`src/rtl/memory_bus_defs.sv`:
```
// Shared memory-bus vocabulary: access sizes, operations and the copy-engine state encoding.
package memory_bus_defs;

  localparam logic [1:0] MEMORY_SIZE_BYTE = 2'd0;
  localparam logic [1:0] MEMORY_SIZE_HALF = 2'd1;
  localparam logic [1:0] MEMORY_SIZE_WORD = 2'd2;

  localparam logic MEMORY_OPERATION_READ  = 1'b0;
  localparam logic MEMORY_OPERATION_WRITE = 1'b1;

  typedef enum logic [2:0] {
    STATE_IDLE,
    STATE_SELECT,
    STATE_READ_REQUEST,
    STATE_READ_RELEASE,
    STATE_WRITE_REQUEST,
    STATE_WRITE_RELEASE,
    STATE_FINISH
  } copy_state_t;

  // Bits of the data bus that carry payload for a given access size.
  function automatic logic [31:0] size_mask(input logic [1:0] size);
    case (size)
      MEMORY_SIZE_BYTE: size_mask = 32'h0000_00FF;
      MEMORY_SIZE_HALF: size_mask = 32'h0000_FFFF;
      default:          size_mask = 32'hFFFF_FFFF;
    endcase
  endfunction

  function automatic logic [2:0] size_bytes(input logic [1:0] size);
    case (size)
      MEMORY_SIZE_BYTE: size_bytes = 3'd1;
      MEMORY_SIZE_HALF: size_bytes = 3'd2;
      default:          size_bytes = 3'd4;
    endcase
  endfunction

endpackage

```
`src/rtl/memory_chunk_select.sv`:
```
// Picks the largest legal access for the next chunk from both alignments and the bytes left.
module memory_chunk_select
  import memory_bus_defs::*;
#(
  parameter int ADDRESS_WIDTH = 32,
  parameter bit ALLOW_WORD    = 1'b1
) (
  input  logic [1:0]               source_alignment,
  input  logic [1:0]               destination_alignment,
  input  logic [ADDRESS_WIDTH-1:0] remaining,
  output logic [1:0]               size,
  output logic [2:0]               byte_count
);

  always_comb begin
    // NOTE: assign a default before any branch so every path drives size and no latch is inferred.
    size = MEMORY_SIZE_BYTE;
    if (ALLOW_WORD && source_alignment == 2'b00 && destination_alignment == 2'b00
        && remaining >= ADDRESS_WIDTH'(4)) begin
      size = MEMORY_SIZE_WORD;
    end else if (!source_alignment[0] && !destination_alignment[0]
                 && remaining >= ADDRESS_WIDTH'(2)) begin
      size = MEMORY_SIZE_HALF;
    end
    byte_count = size_bytes(size);
  end

endmodule

```
`src/rtl/memory_copy_initiator.sv`:
```
// Bus-master block copier: one read then one write per chunk over a four-phase enable/ready handshake.
module memory_copy_initiator
  import memory_bus_defs::*;
#(
  parameter int ADDRESS_WIDTH = 32,
  parameter bit ALLOW_WORD    = 1'b1
) (
  input  logic                     clock,
  input  logic                     reset_n,
  input  logic                     start,
  input  logic [ADDRESS_WIDTH-1:0] source_address,
  input  logic [ADDRESS_WIDTH-1:0] destination_address,
  input  logic [31:0]              length,
  output logic                     busy,
  output logic                     done,
  output logic [ADDRESS_WIDTH-1:0] memory_address,
  input  logic [31:0]              memory_data_in,
  output logic [31:0]              memory_data_out,
  output logic [1:0]               memory_data_size,
  output logic                     memory_enable,
  output logic                     memory_operation,
  input  logic                     memory_ready
);

  copy_state_t              state;
  logic [ADDRESS_WIDTH-1:0] source;
  logic [ADDRESS_WIDTH-1:0] destination;
  logic [ADDRESS_WIDTH-1:0] remaining;
  logic [ADDRESS_WIDTH-1:0] remaining_next;
  logic [2:0]               chunk_bytes;
  logic [31:0]              read_data;
  logic [1:0]               select_size;
  logic [2:0]               select_bytes;

  memory_chunk_select #(
    .ADDRESS_WIDTH(ADDRESS_WIDTH),
    .ALLOW_WORD   (ALLOW_WORD)
  ) u_chunk_select (
    .source_alignment     (source[1:0]),
    .destination_alignment(destination[1:0]),
    .remaining            (remaining),
    .size                 (select_size),
    .byte_count           (select_bytes)
  );

  assign remaining_next = remaining - ADDRESS_WIDTH'(chunk_bytes);

  always_ff @(posedge clock or negedge reset_n) begin
    if (!reset_n) begin
      state            <= STATE_IDLE;
      busy             <= 1'b0;
      done             <= 1'b0;
      memory_address   <= '0;
      memory_data_out  <= '0;
      memory_data_size <= MEMORY_SIZE_BYTE;
      memory_enable    <= 1'b0;
      memory_operation <= MEMORY_OPERATION_READ;
      source           <= '0;
      destination      <= '0;
      remaining        <= '0;
      chunk_bytes      <= '0;
      read_data        <= '0;
    end else begin
      // NOTE: non-blocking assignments so every register updates from pre-edge values, order-independent.
      done <= 1'b0;
      case (state)
        STATE_IDLE: begin
          if (start) begin
            source      <= source_address;
            destination <= destination_address;
            remaining   <= ADDRESS_WIDTH'(length);
            busy        <= 1'b1;
            state       <= (length == 32'd0) ? STATE_FINISH : STATE_SELECT;
          end
        end
        STATE_SELECT: begin
          memory_address   <= source;
          memory_data_size <= select_size;
          memory_operation <= MEMORY_OPERATION_READ;
          memory_enable    <= 1'b1;
          chunk_bytes      <= select_bytes;
          state            <= STATE_READ_REQUEST;
        end
        STATE_READ_REQUEST: begin
          if (memory_ready) begin
            read_data     <= memory_data_in & size_mask(memory_data_size);
            memory_enable <= 1'b0;
            state         <= STATE_READ_RELEASE;
          end
        end
        STATE_READ_RELEASE: begin
          // Wait for the responder to release ready before opening the write phase.
          if (!memory_ready) begin
            memory_address   <= destination;
            memory_operation <= MEMORY_OPERATION_WRITE;
            memory_data_out  <= read_data;
            memory_enable    <= 1'b1;
            state            <= STATE_WRITE_REQUEST;
          end
        end
        STATE_WRITE_REQUEST: begin
          if (memory_ready) begin
            memory_enable <= 1'b0;
            state         <= STATE_WRITE_RELEASE;
          end
        end
        STATE_WRITE_RELEASE: begin
          if (!memory_ready) begin
            source      <= source + ADDRESS_WIDTH'(chunk_bytes);
            destination <= destination + ADDRESS_WIDTH'(chunk_bytes);
            remaining   <= remaining_next;
            state       <= (remaining_next == '0) ? STATE_FINISH : STATE_SELECT;
          end
        end
        STATE_FINISH: begin
          done  <= 1'b1;
          busy  <= 1'b0;
          state <= STATE_IDLE;
        end
        default: state <= STATE_IDLE;
      endcase
    end
  end

endmodule

```
`config.mk`:
```
export PLATFORM = sky130hd
export DESIGN_NAME = memory_copy_initiator
export DESIGN_NICKNAME = d
export VERILOG_FILES = /design/src/rtl/memory_bus_defs.sv /design/src/rtl/memory_chunk_select.sv /design/src/rtl/memory_copy_initiator.sv
export SDC_FILE = /design/constraint.sdc
export NUM_CORES = 1
export LEC_CHECK = 0
export BUFFER_PORTS_ARGS = -buffer_cell sky130_fd_sc_hd__buf_4
export CAP_MARGIN = 5
export CELL_PAD_IN_SITES_DETAIL_PLACEMENT = 1
export CELL_PAD_IN_SITES_GLOBAL_PLACEMENT = 1
export CORE_ASPECT_RATIO = 1.75
export CORE_UTILIZATION = 38
export CTS_CLUSTER_SIZE = 40
export DETAILED_ROUTE_END_ITERATION = 12
export GPL_TIMING_DRIVEN = 0
export PLACE_DENSITY_LB_ADDON = 0.1
export SYNTH_ARGS = -nofsm -noshare
export SYNTH_HDL_FRONTEND = slang
export SYNTH_SLANG_ARGS = --single-unit
```
`constraint.sdc`:
```
create_clock -name clock -period 2.9 [get_ports clock]
set_input_delay 0 -clock clock [delete_from_list [all_inputs] [get_ports clock]]
set_output_delay 0 -clock clock [all_outputs]
set_load 0.005 [all_outputs]
```
==> flow_summary.ini <==
[global_routing]
gr-total-overflow = 0
grt_max_degree = 117
grt_usage_pct = 33.7
grt_pass1_wl_mm = 73.1
grt_pass1_vias = 12500
antenna_found_initial = 0

[hold_path]
hold_path_class = in2async

[critical_path]
max_stage_delay_ns = 0.42
crit_required_ns = 3.35
ff2ff_setup_slack_ns = 0.02
cp-end-kind = flop
path_class = reg2reg
crit_arrival_ns = 3.33
rr_endpoint = source[26]$_DFFE_PN0P_
cp_max_fo = 4
reg2reg_from = chunk_bytes[0]$_DFFE_PN0P_
r2r_cells = 11
cp_num_buf_inv = 2
critPathLaunchType = flop
crit_start = chunk_bytes[0]$_DFFE_PN0P_
critPathMostFrequentCell = a21oi_1
path_cells = ha_1 -> inv_1 -> fa_1 -> nand2b_2 -> a2111oi_4 -> buf_4 -> nand3_2 -> or2_2 -> o21ai_0 -> a21oi_1 -> a21oi_1
slowest_stage = fa_1
crit_family = simple AND/OR/NAND/NOR gates

[die]
io_pins = 202
start_util_pct = 38.7
placementRows = 81
fp.dieH_um = 226
fp.coreArea_um2 = 28100
die_x_um = 130
die-area_um2 = 29300

[placed_design]
gp_congestion = 0.968
portBuffers = 201
dp_slack_ns = -1.04
post-place-cells = 1821
dp_hpwl_mm = 34.4
place_area_um2 = 12900

[yosys]
ys_warn_count = 0
yosysSeqAreaShare_pct = 46.5
ys_seq_elements = 202
synth.avg_cell_area_um2 = 8.73
synth_xor_area_share_pct = 0.805
synthSimpleGateAreaFrac_pct = 19.5
ys_types = 65
synthAdderAreaFrac_pct = 1.59
synth_edf_count = 0
synthFlopType = dfrtp_1
syn_area_um2 = 10900
synth_compound_area_share_pct = 20.9
synth.mux.area_fraction_pct = 6.82
async_flop_share_pct = 100
netlist_instances = 1246
syn_nets = 1390
synth_top_family_by_area = compound AO/OA/AOI/OAI gates

[sta]
min_period_ns = 2.88
slew_violations = 0
max-slew-margin-rel_pct = 32.1
clock-skew-final_ns = 0.0108
finalWorstSetupSlack_ns = 0.0236
finalCritPeriodShare_pct = 99.2
rsz0062_at_grt = true
setup_viol = 0
tightest_slew_ns = 1.02
fmax_mhz = 348
finalHoldViolCount = 0

[cells_and_area]
final_cells = 2001
seqCellArea_um2 = 5060
final_nets = 1757
drive_above_1_share_pct = 22.7
diodes = 0
final_core_util_pct = 54.1
area_delta_synth_final_pct = 39.5
fill_cells = 3300
design_area_um2 = 15200
multiInputGateArea_um2 = 5540

[power_and_ir_drop]
power_per_cell_area_nw_per_um2 = 961
irDropWorstVdd_uv = 476
p_leak_uw = 0.00659
p_total_uw = 14600

[detailed_routing]
via_per_inst = 5.82
dr.pass1.iters = 5
met1Wirelength_mm = 17.8
wire_per_inst_um = 24.3
drt_iter0_markers = 545
vias = 11600
detail-route-antenna-nets = 0
drcViolationCount = 0
wl_met2_mm = 25.2
routed_wl_mm = 48.6
routed-wl-met3_mm = 2.14
top_layer = met4

[cts]
cts_tree = built
clock-sinks = 202
clk_pin_slew_ns = 0.07
root_buffer = clkbuf_16
ctsHtreeMaxLevel = 1
cts_inserted_buffers = 22
clk_latency_ns = 0.53
clock_path_buffers = 3

[run]
maxCapViolCount = 0

[run_status]
status = complete, no violations
==> power breakdown <==
group	internal (uW)	total (uW)	leakage [uW]	switching [uW]
Clock	1580	2840	0.000360	1260
Combinational	2610	6510	0.00383	3900
Sequential	4000	5230	0.00240	1220
Total	8190	14600	0.00659	6390
==> cell type report <==
class | instances | share of cell area [%]
Buffer | 85 | 2.47
Clock buffer | 28 | 4.25
Clock inverter | 11 | 0.453
Inverter | 22 | 0.544
Multi-Input combinational cell | 936 | 36.5
Sequential cell | 202 | 33.3
Tap cell | 373 | 3.08
Timing Repair Buffer | 344 | 19.4
==> routing by layer <==
layer  GRT usage, %  vias up
met5              0        -
li1               -     5220
met2           61.5      435
met3           3.41      172
met1           36.2     5815
met4           22.2        0
==> state kept, by name (all words and copies together), names as in the netlist, 2 cells and up <==
name              cells
state                 3
destination          32
read_data            32
memory_data_size      2
remaining            32
memory_address       32
memory_data_out      32
source               32
==> cell families after synthesis <==
| group | after synthesis |
|---|---|
| simple gates | 444 |
| compound gates | 401 |
| flops | 202 |
| buf+inv | 108 |
| mux | 69 |
| fa+ha+maj | 12 |
| xor+xnor | 10 |
==> how the worst max path moves through the flow <==
| stage | to | slack [ns] | depth (start not counted) |
|---|---|---|---|
| finish | source[26]$_DFFE_PN0P_ | 0.02 | 11 |
| global route | destination[30]$_DFFE_PN0P_ | -0.09 | 10 |
| CTS | remaining[24]$_DFFE_PN0P_ | 0.008 | 7 |
| detailed placement | state[1]$_DFFE_PN0P_ | -1.04 | 11 |
| global placement | state[1]$_DFFE_PN0P_ | -1.08 | 11 |
| floorplan | state[2]$_DFFE_PN0P_ | 0.09 | 11 |
==> through the flow <==
step | hold slack (ns) | setup TNS (ns)
after floorplan | -0.296 | 0
after detailed placement | 0.0684 | -14.38
after global routing | 0.159 | -0.517
after CTS | 0.121 | 0
final | 0.0863 | 0
after global placement | 0.236 | -12.76
==> cell usage in the layout, fill, tap and decap left out, types with 10 or more instances in the layout <==
cell,netlist,final
dlygate4sd3_1,0,131
a31oi_1,11,11
dfrtp_1,202,200
inv_1,22,21
nor2_1,124,120
buf_4,2,213
o22ai_1,39,39
nand3_1,41,39
nor3_1,20,19
clkbuf_16,0,23
a21oi_1,187,185
a21o_1,10,10
clkbuf_2,1,21
nand2_1,150,148
o21ai_0,107,105
nand4_1,17,17
clkbuf_1,78,56
mux2_2,41,41
nor4_1,17,14
mux2i_1,28,28
and3_1,21,19
==> Yosys cell counts, drive strengths merged, types with 5 or more instances <==
| cell type | instances | area [um^2] |
|---|---|---|
| a22oi | 8 | 60.1 |
| nand4 | 17 | 106 |
| or3 | 7 | 50.1 |
| a31oi | 11 | 68.8 |
| a21o | 10 | 75.1 |
| xor2 | 6 | 52.6 |
| nor3 | 23 | 130 |
| or2 | 5 | 31.3 |
| nand3 | 41 | 205 |
| nor2b | 7 | 43.8 |
| o22ai | 39 | 244 |
| a21oi | 187 | 936 |
| a2bb2oi | 8 | 70.1 |
| o21ai | 110 | 554 |
| inv | 22 | 82.6 |
| buf | 7 | 42.5 |
| nand2b | 5 | 31.3 |
| ha | 9 | 113 |
| dfrtp | 202 | 5050 |
| nor4 | 20 | 144 |
| mux2 | 41 | 462 |
| clkbuf | 79 | 298 |
| nand2 | 150 | 563 |
| a32oi | 5 | 43.8 |
| and3 | 22 | 143 |
| or4 | 5 | 45.0 |
| nor2 | 124 | 465 |
| mux2i | 28 | 280 |
==> timing repair <==
| item | 4_1_cts | 5_1_grt |
|---|---|---|
| setup buffers | 8 | 3 |
| gates resized for setup | 39 | 34 |
| pin swaps | 8 | 3 |
| gates cloned | 0 | 0 |
| setup endpoints to repair | 84 | 70 |
| hold buffers | 131 | 0 |
| endpoints found under the hold margin | 217 | 0 |
Power figures use the tool's default switching activity.
